## src/rtl/seg_scan_mux.sv

```systemverilog
// Multiplexed seven-segment scanner with frame snapshots, dead time,
// per-digit decimal point and blink.
module seg_scan_mux #(
    parameter int DIGITS       = 4,
    parameter int SCAN_DIV     = 65536,
    parameter int BLANK_CYCLES = 256,
    parameter int BLINK_FRAMES = 64
) (
    input  logic                  clk,
    input  logic                  rst,
    input  logic                  enable,
    input  logic [5*DIGITS-1:0]   digit_codes,
    input  logic [DIGITS-1:0]     dp_mask,
    input  logic [DIGITS-1:0]     blink_mask,
    output logic [DIGITS-1:0]     seg_selector,
    output logic [7:0]            segments,
    output logic                  frame_tick
);

    localparam int CW = (SCAN_DIV > 1) ? $clog2(SCAN_DIV) : 1;
    localparam int IW = (DIGITS > 1) ? $clog2(DIGITS) : 1;
    localparam int BW = (BLINK_FRAMES > 1) ? $clog2(BLINK_FRAMES) : 1;

    logic [CW-1:0]         cnt_q, cnt_d;
    logic [IW-1:0]         idx_q, idx_d;
    logic [BW-1:0]         bcnt_q, bcnt_d;
    logic                  phase_q, phase_d;
    logic [5*DIGITS-1:0]   codes_q, codes_d;
    logic [DIGITS-1:0]     dp_q, dp_d;
    logic [DIGITS-1:0]     blink_q, blink_d;
    logic [DIGITS-1:0]     sel_q, sel_d;
    logic [7:0]            seg_q, seg_d;
    logic                  tick_q, tick_d;

    logic                  slot_end;
    logic                  frame_end;
    logic                  snap;
    logic                  dead;
    logic                  dark;
    logic [5*DIGITS-1:0]   codes_eff;
    logic [DIGITS-1:0]     dp_eff;
    logic [DIGITS-1:0]     blink_eff;
    logic [4:0]            code_cur;

    function automatic logic [7:0] glyph(input logic [4:0] c);
        case (c)
            5'd0:    glyph = 8'h03;
            5'd1:    glyph = 8'h9F;
            5'd2:    glyph = 8'h25;
            5'd3:    glyph = 8'h0D;
            5'd4:    glyph = 8'h99;
            5'd5:    glyph = 8'h49;
            5'd6:    glyph = 8'h41;
            5'd7:    glyph = 8'h1F;
            5'd8:    glyph = 8'h01;
            5'd9:    glyph = 8'h09;
            5'd10:   glyph = 8'h11;
            5'd11:   glyph = 8'hC1;
            5'd12:   glyph = 8'h63;
            5'd13:   glyph = 8'h31;
            5'd14:   glyph = 8'h49;
            5'd16:   glyph = 8'hFD;
            default: glyph = 8'hFF;
        endcase
    endfunction

    generate
        if (BLANK_CYCLES == 0) begin : g_no_dead
            assign dead = 1'b0;
        end else begin : g_dead
            assign dead = ({1'b0, cnt_q} < (CW + 1)'(BLANK_CYCLES));
        end
    endgenerate

    always_comb begin
        slot_end  = (cnt_q == CW'(SCAN_DIV - 1));
        frame_end = slot_end && (idx_q == IW'(DIGITS - 1));
        snap      = (cnt_q == '0) && (idx_q == '0);

        // The loading cycle displays the freshly captured inputs so the
        // whole frame comes from one coherent snapshot.
        codes_eff = snap ? digit_codes : codes_q;
        dp_eff    = snap ? dp_mask : dp_q;
        blink_eff = snap ? blink_mask : blink_q;
        codes_d   = codes_eff;
        dp_d      = dp_eff;
        blink_d   = blink_eff;

        cnt_d = slot_end ? '0 : cnt_q + 1'b1;
        idx_d = idx_q;
        if (slot_end) begin
            idx_d = (idx_q == IW'(DIGITS - 1)) ? '0 : idx_q + 1'b1;
        end

        bcnt_d  = bcnt_q;
        phase_d = phase_q;
        if (frame_end) begin
            if (bcnt_q == BW'(BLINK_FRAMES - 1)) begin
                bcnt_d  = '0;
                phase_d = ~phase_q;
            end else begin
                bcnt_d = bcnt_q + 1'b1;
            end
        end

        code_cur = codes_eff[5*idx_q +: 5];
        dark     = !enable || dead || (phase_q && blink_eff[idx_q]);

        sel_d = '1;
        seg_d = 8'hFF;
        if (!dark) begin
            sel_d = ~(DIGITS'(1) << idx_q);
            seg_d = glyph(code_cur);
            if (dp_eff[idx_q]) begin
                seg_d[0] = 1'b0;
            end
        end
        tick_d = frame_end;
    end

    always_ff @(posedge clk) begin
        if (rst) begin
            cnt_q   <= '0;
            idx_q   <= '0;
            bcnt_q  <= '0;
            phase_q <= 1'b0;
            codes_q <= {DIGITS{5'd15}};
            dp_q    <= '0;
            blink_q <= '0;
            sel_q   <= '1;
            seg_q   <= 8'hFF;
            tick_q  <= 1'b0;
        end else begin
            cnt_q   <= cnt_d;
            idx_q   <= idx_d;
            bcnt_q  <= bcnt_d;
            phase_q <= phase_d;
            codes_q <= codes_d;
            dp_q    <= dp_d;
            blink_q <= blink_d;
            sel_q   <= sel_d;
            seg_q   <= seg_d;
            tick_q  <= tick_d;
        end
    end

    assign seg_selector = sel_q;
    assign segments     = seg_q;
    assign frame_tick   = tick_q;

endmodule

```

## config.mk

```make
export PLATFORM = sky130hd
export DESIGN_NAME = seg_scan_mux
export DESIGN_NICKNAME = d
export VERILOG_FILES = /design/src/rtl/seg_scan_mux.sv
export SDC_FILE = /design/constraint.sdc
export NUM_CORES = 1
export LEC_CHECK = 0
export BUFFER_PORTS_ARGS = -buffer_cell sky130_fd_sc_hd__buf_4
export CORE_MARGIN = 3
export CORE_UTILIZATION = 39
export CTS_CLUSTER_DIAMETER = 60
export DETAILED_ROUTE_END_ITERATION = 7
export PLACE_DENSITY_LB_ADDON = 0.15
export SLEW_MARGIN = 30
export SYNTH_ARGS = -nofsm -noshare
export SYNTH_HDL_FRONTEND = slang
export SYNTH_SLANG_ARGS = --single-unit
```

## constraint.sdc

```tcl
create_clock -name clk -period 3.5 [get_ports clk]
set_clock_uncertainty 0.05 [all_clocks]
set_input_delay 0.7 -clock clk [delete_from_list [all_inputs] [get_ports clk]]
set_output_delay 0.7 -clock clk [all_outputs]
set_load 0.1 [all_outputs]
```

==> results.json <==
{
  "wl_met1_um": 3400,
  "fin_tns_setup_ns": 0,
  "cts.sinks": 66,
  "grt_pass1_wl_um": 11000,
  "viasPerCell": 4.90,
  "grt-ovfl-total": 0,
  "ys_types": 46,
  "fill_cells": 766,
  "placement_rows": 32,
  "drtIter0Drc": 116,
  "p_clk_share_pct": 37.8,
  "synth.net_count": 382,
  "peakVddDrop_v": 0.000169,
  "p_sw_share_pct": 24.9,
  "clock.fmax_ghz": 0.305,
  "postCtsSetupBuffers": 0,
  "synth_edf_count": 0,
  "io-pin-count": 44,
  "start_util_pct": 40.7,
  "synth-async-reset-ratio_pct": 0,
  "p_switching_uw": 432,
  "drive_gt1_share_pct": 20.1,
  "final_cell_mix": "66 x dfxtp_1, 51 x nor2_1, 48 x buf_4, 38 x nand2_1, 32 x mux2i_1",
  "dp_hpwl_um": 4730,
  "vias": 2400,
  "hold_viol": 0,
  "clockBufferDepth": 2,
  "cts_buffers": 9,
  "wl_met2_um": 2820,
  "critPathKind": "register to register",
  "clk_pin_slew_worst_paths_ns": 0.07,
  "crit_fanout": 9,
  "dieArea_um2": 9260,
  "synth_flop_cell": "dfxtp_1",
  "die_h_um": 96.2,
  "setup_ws_ns": 0.224,
  "wl_met3_um": 324,
  "layout_commonest_cell": "dfxtp_1",
  "avgSynthCellArea_um2": 9.40,
  "maxCapViolations": 0,
  "ctsHtreeMaxLevel": 3,
  "grt_pass1_vias": 2250,
  "power_per_cell_area_nw_per_um2": 458,
  "pwr-share-comb_pct": 15.9,
  "top_layer": "met4",
  "status": "complete, no violations",
  "postRouteAntennaNets": 0,
  "cts_resized": 0,
  "worstSkewPairLatency_ns": 0.33,
  "syn_inst": 338,
  "dp_slack_ns": 0.241,
  "clock-root-buffer": "clkbuf_8",
  "holdCritPathClass": "register to register",
  "gp_congestion": 0.814,
  "track_usage_pct": 15.6,
  "wl_per_cell_um": 13.6,
  "diodes": 0,
  "cts_tree": "built",
  "period_needed_ns": 3.28,
  "ctsHoldBuffers": 0,
  "finalNetCount": 428,
  "power_leakage_uw": 0.00156,
  "drc": 0,
  "synth_seq_cells": 66,
  "p_int_uw": 1300,
  "syn_area_um2": 3180,
  "ys.warnings.count": 0,
  "core_um2": 7810,
  "rsz0062_at_grt": "false",
  "die_w_um": 96.2,
  "finalCritPeriodShare_pct": 93.6,
  "required_ns": 3.67,
  "dr.pass1.iters": 4,
  "timing.slew.headroom_pct": 68.4,
  "ys_seq_area_share_pct": 41.6,
  "crit_path_end_kind": "register",
  "tightest_slew_ns": 0.473,
  "cp.arrival_ns": 3.44,
  "syn_to_final_growth_pct": 19.4,
  "setup_violations": 0,
  "p_seq_share_pct": 46.3,
  "cp-start-kind": "register",
  "grt_max_degree": 42,
  "routed_wl_um": 6660,
  "final_max_slew_viol_count": 0,
  "grt_antenna_before_repair": 0,
  "io_buffer_count": 43
}
## final timing paths
| kind | startpoint | to | slack (ns) | cells past startpoint |
|---|---|---|---|---|
| worst max-delay path | idx_q[0] | segments[6] | 0.22 | 10 |
| worst min-delay path | blink_q[1] | blink_q[1] | 0.41 | 2 |
| worst max register to register | idx_q[0] | segments[6] | 0.22 | 10 |
| worst min register to register | blink_q[1] | blink_q[1] | 0.41 | 2 |
## flip-flops by register name, summed over array words and instances, names as in the netlist
register and flops:
bcnt_q 6, blink_q 4, cnt_q 16, codes_q 20
dp_q 4, frame_tick 1, idx_q 2, phase_q 1
seg_selector 4, segments 8
## logic make-up after synthesis
family / Yosys count / synth area share (%)
adder cells (fa/ha/maj): 13 / 5.12
flip-flops: 66 / 41.6
buffers and inverters: 24 / 4.22
multiplexers: 39 / 13.8
AO/OA/AOI/OAI: 22 / 4.69
AND/OR/NAND/NOR: 159 / 26.5
XOR/XNOR: 15 / 4.14
## power groups by stage
stage	sequential (µW)	clock [µW]	combinational [µW]
after CTS	804	680	277
after global placement	820	0	272
after global routing	808	721	309
after floorplan	817	0	218
after detailed placement	821	0	277
final	804	657	275
## critical path, stage by stage, from the launching register on
cell	delay, ns
dfxtp_1	0.31
inv_1	0.11
ha_1	0.18
nor4bb_2	0.36
nand4_2	0.40
mux2i_1	0.24
mux4_2	0.59
ha_1	0.35
mux2i_1	0.14
nor2_1	0.07
or3b_1	0.37
## cell usage after synthesis (2+ instances only)
library cell | number | area [µm²]
mux2i_1 | 32 | 320
nand2b_1 | 11 | 68.8
buf_6 | 5 | 56.3
and2_1 | 3 | 18.8
mux2_1 | 2 | 22.5
a22oi_1 | 2 | 15.0
buf_2 | 2 | 10.0
o21ai_0 | 5 | 25.0
nand2_1 | 38 | 143
and3_1 | 3 | 18.8
xor2_1 | 3 | 26.3
nor2_1 | 51 | 191
inv_1 | 10 | 37.5
clkbuf_1 | 6 | 22.5
nor4_4 | 2 | 42.5
o21ai_1 | 3 | 15.0
a21oi_1 | 7 | 35.0
nand3b_1 | 9 | 67.6
nand4_1 | 4 | 25.0
nand3_1 | 10 | 50.1
mux4_2 | 3 | 67.6
and4_1 | 3 | 26.3
nor3_1 | 9 | 45.0
ha_1 | 13 | 163
xnor2_1 | 12 | 105
dfxtp_1 | 66 | 1320
or3_1 | 5 | 31.3
## area by class of cell
type	instances	area (µm²)	area share, %
clock buffers	13	169	4.46
clock inverters	2	35.0	0.924
inverters	10	37.5	0.990
multi-input cells	248	1720	45.4
flip-flops and latches	66	1320	34.9
well taps	102	128	3.37
repair buffers	49	380	10.0
## routing by layer
metal  GRT usage [%]  vias up
li1                -     1239
met1            22.9     1099
met2            21.8       53
met3            2.89        9
met4            7.23        0
met5               0        -
## per-stage QoR
step                      hold WS, ns  instances  util (%)  area (µm²)  total power [µW]
after floorplan                 0.380        338         -        3180              1030
after global placement          0.391        475      45.9        3590              1090
after detailed placement        0.404        475      45.9        3590              1100
after CTS                       0.415        490      48.6        3790              1760
after global routing            0.445        490      48.6        3790              1840
final                           0.411        490      48.6        3790              1740
Note: power is estimated with default switching activity, not from simulation.
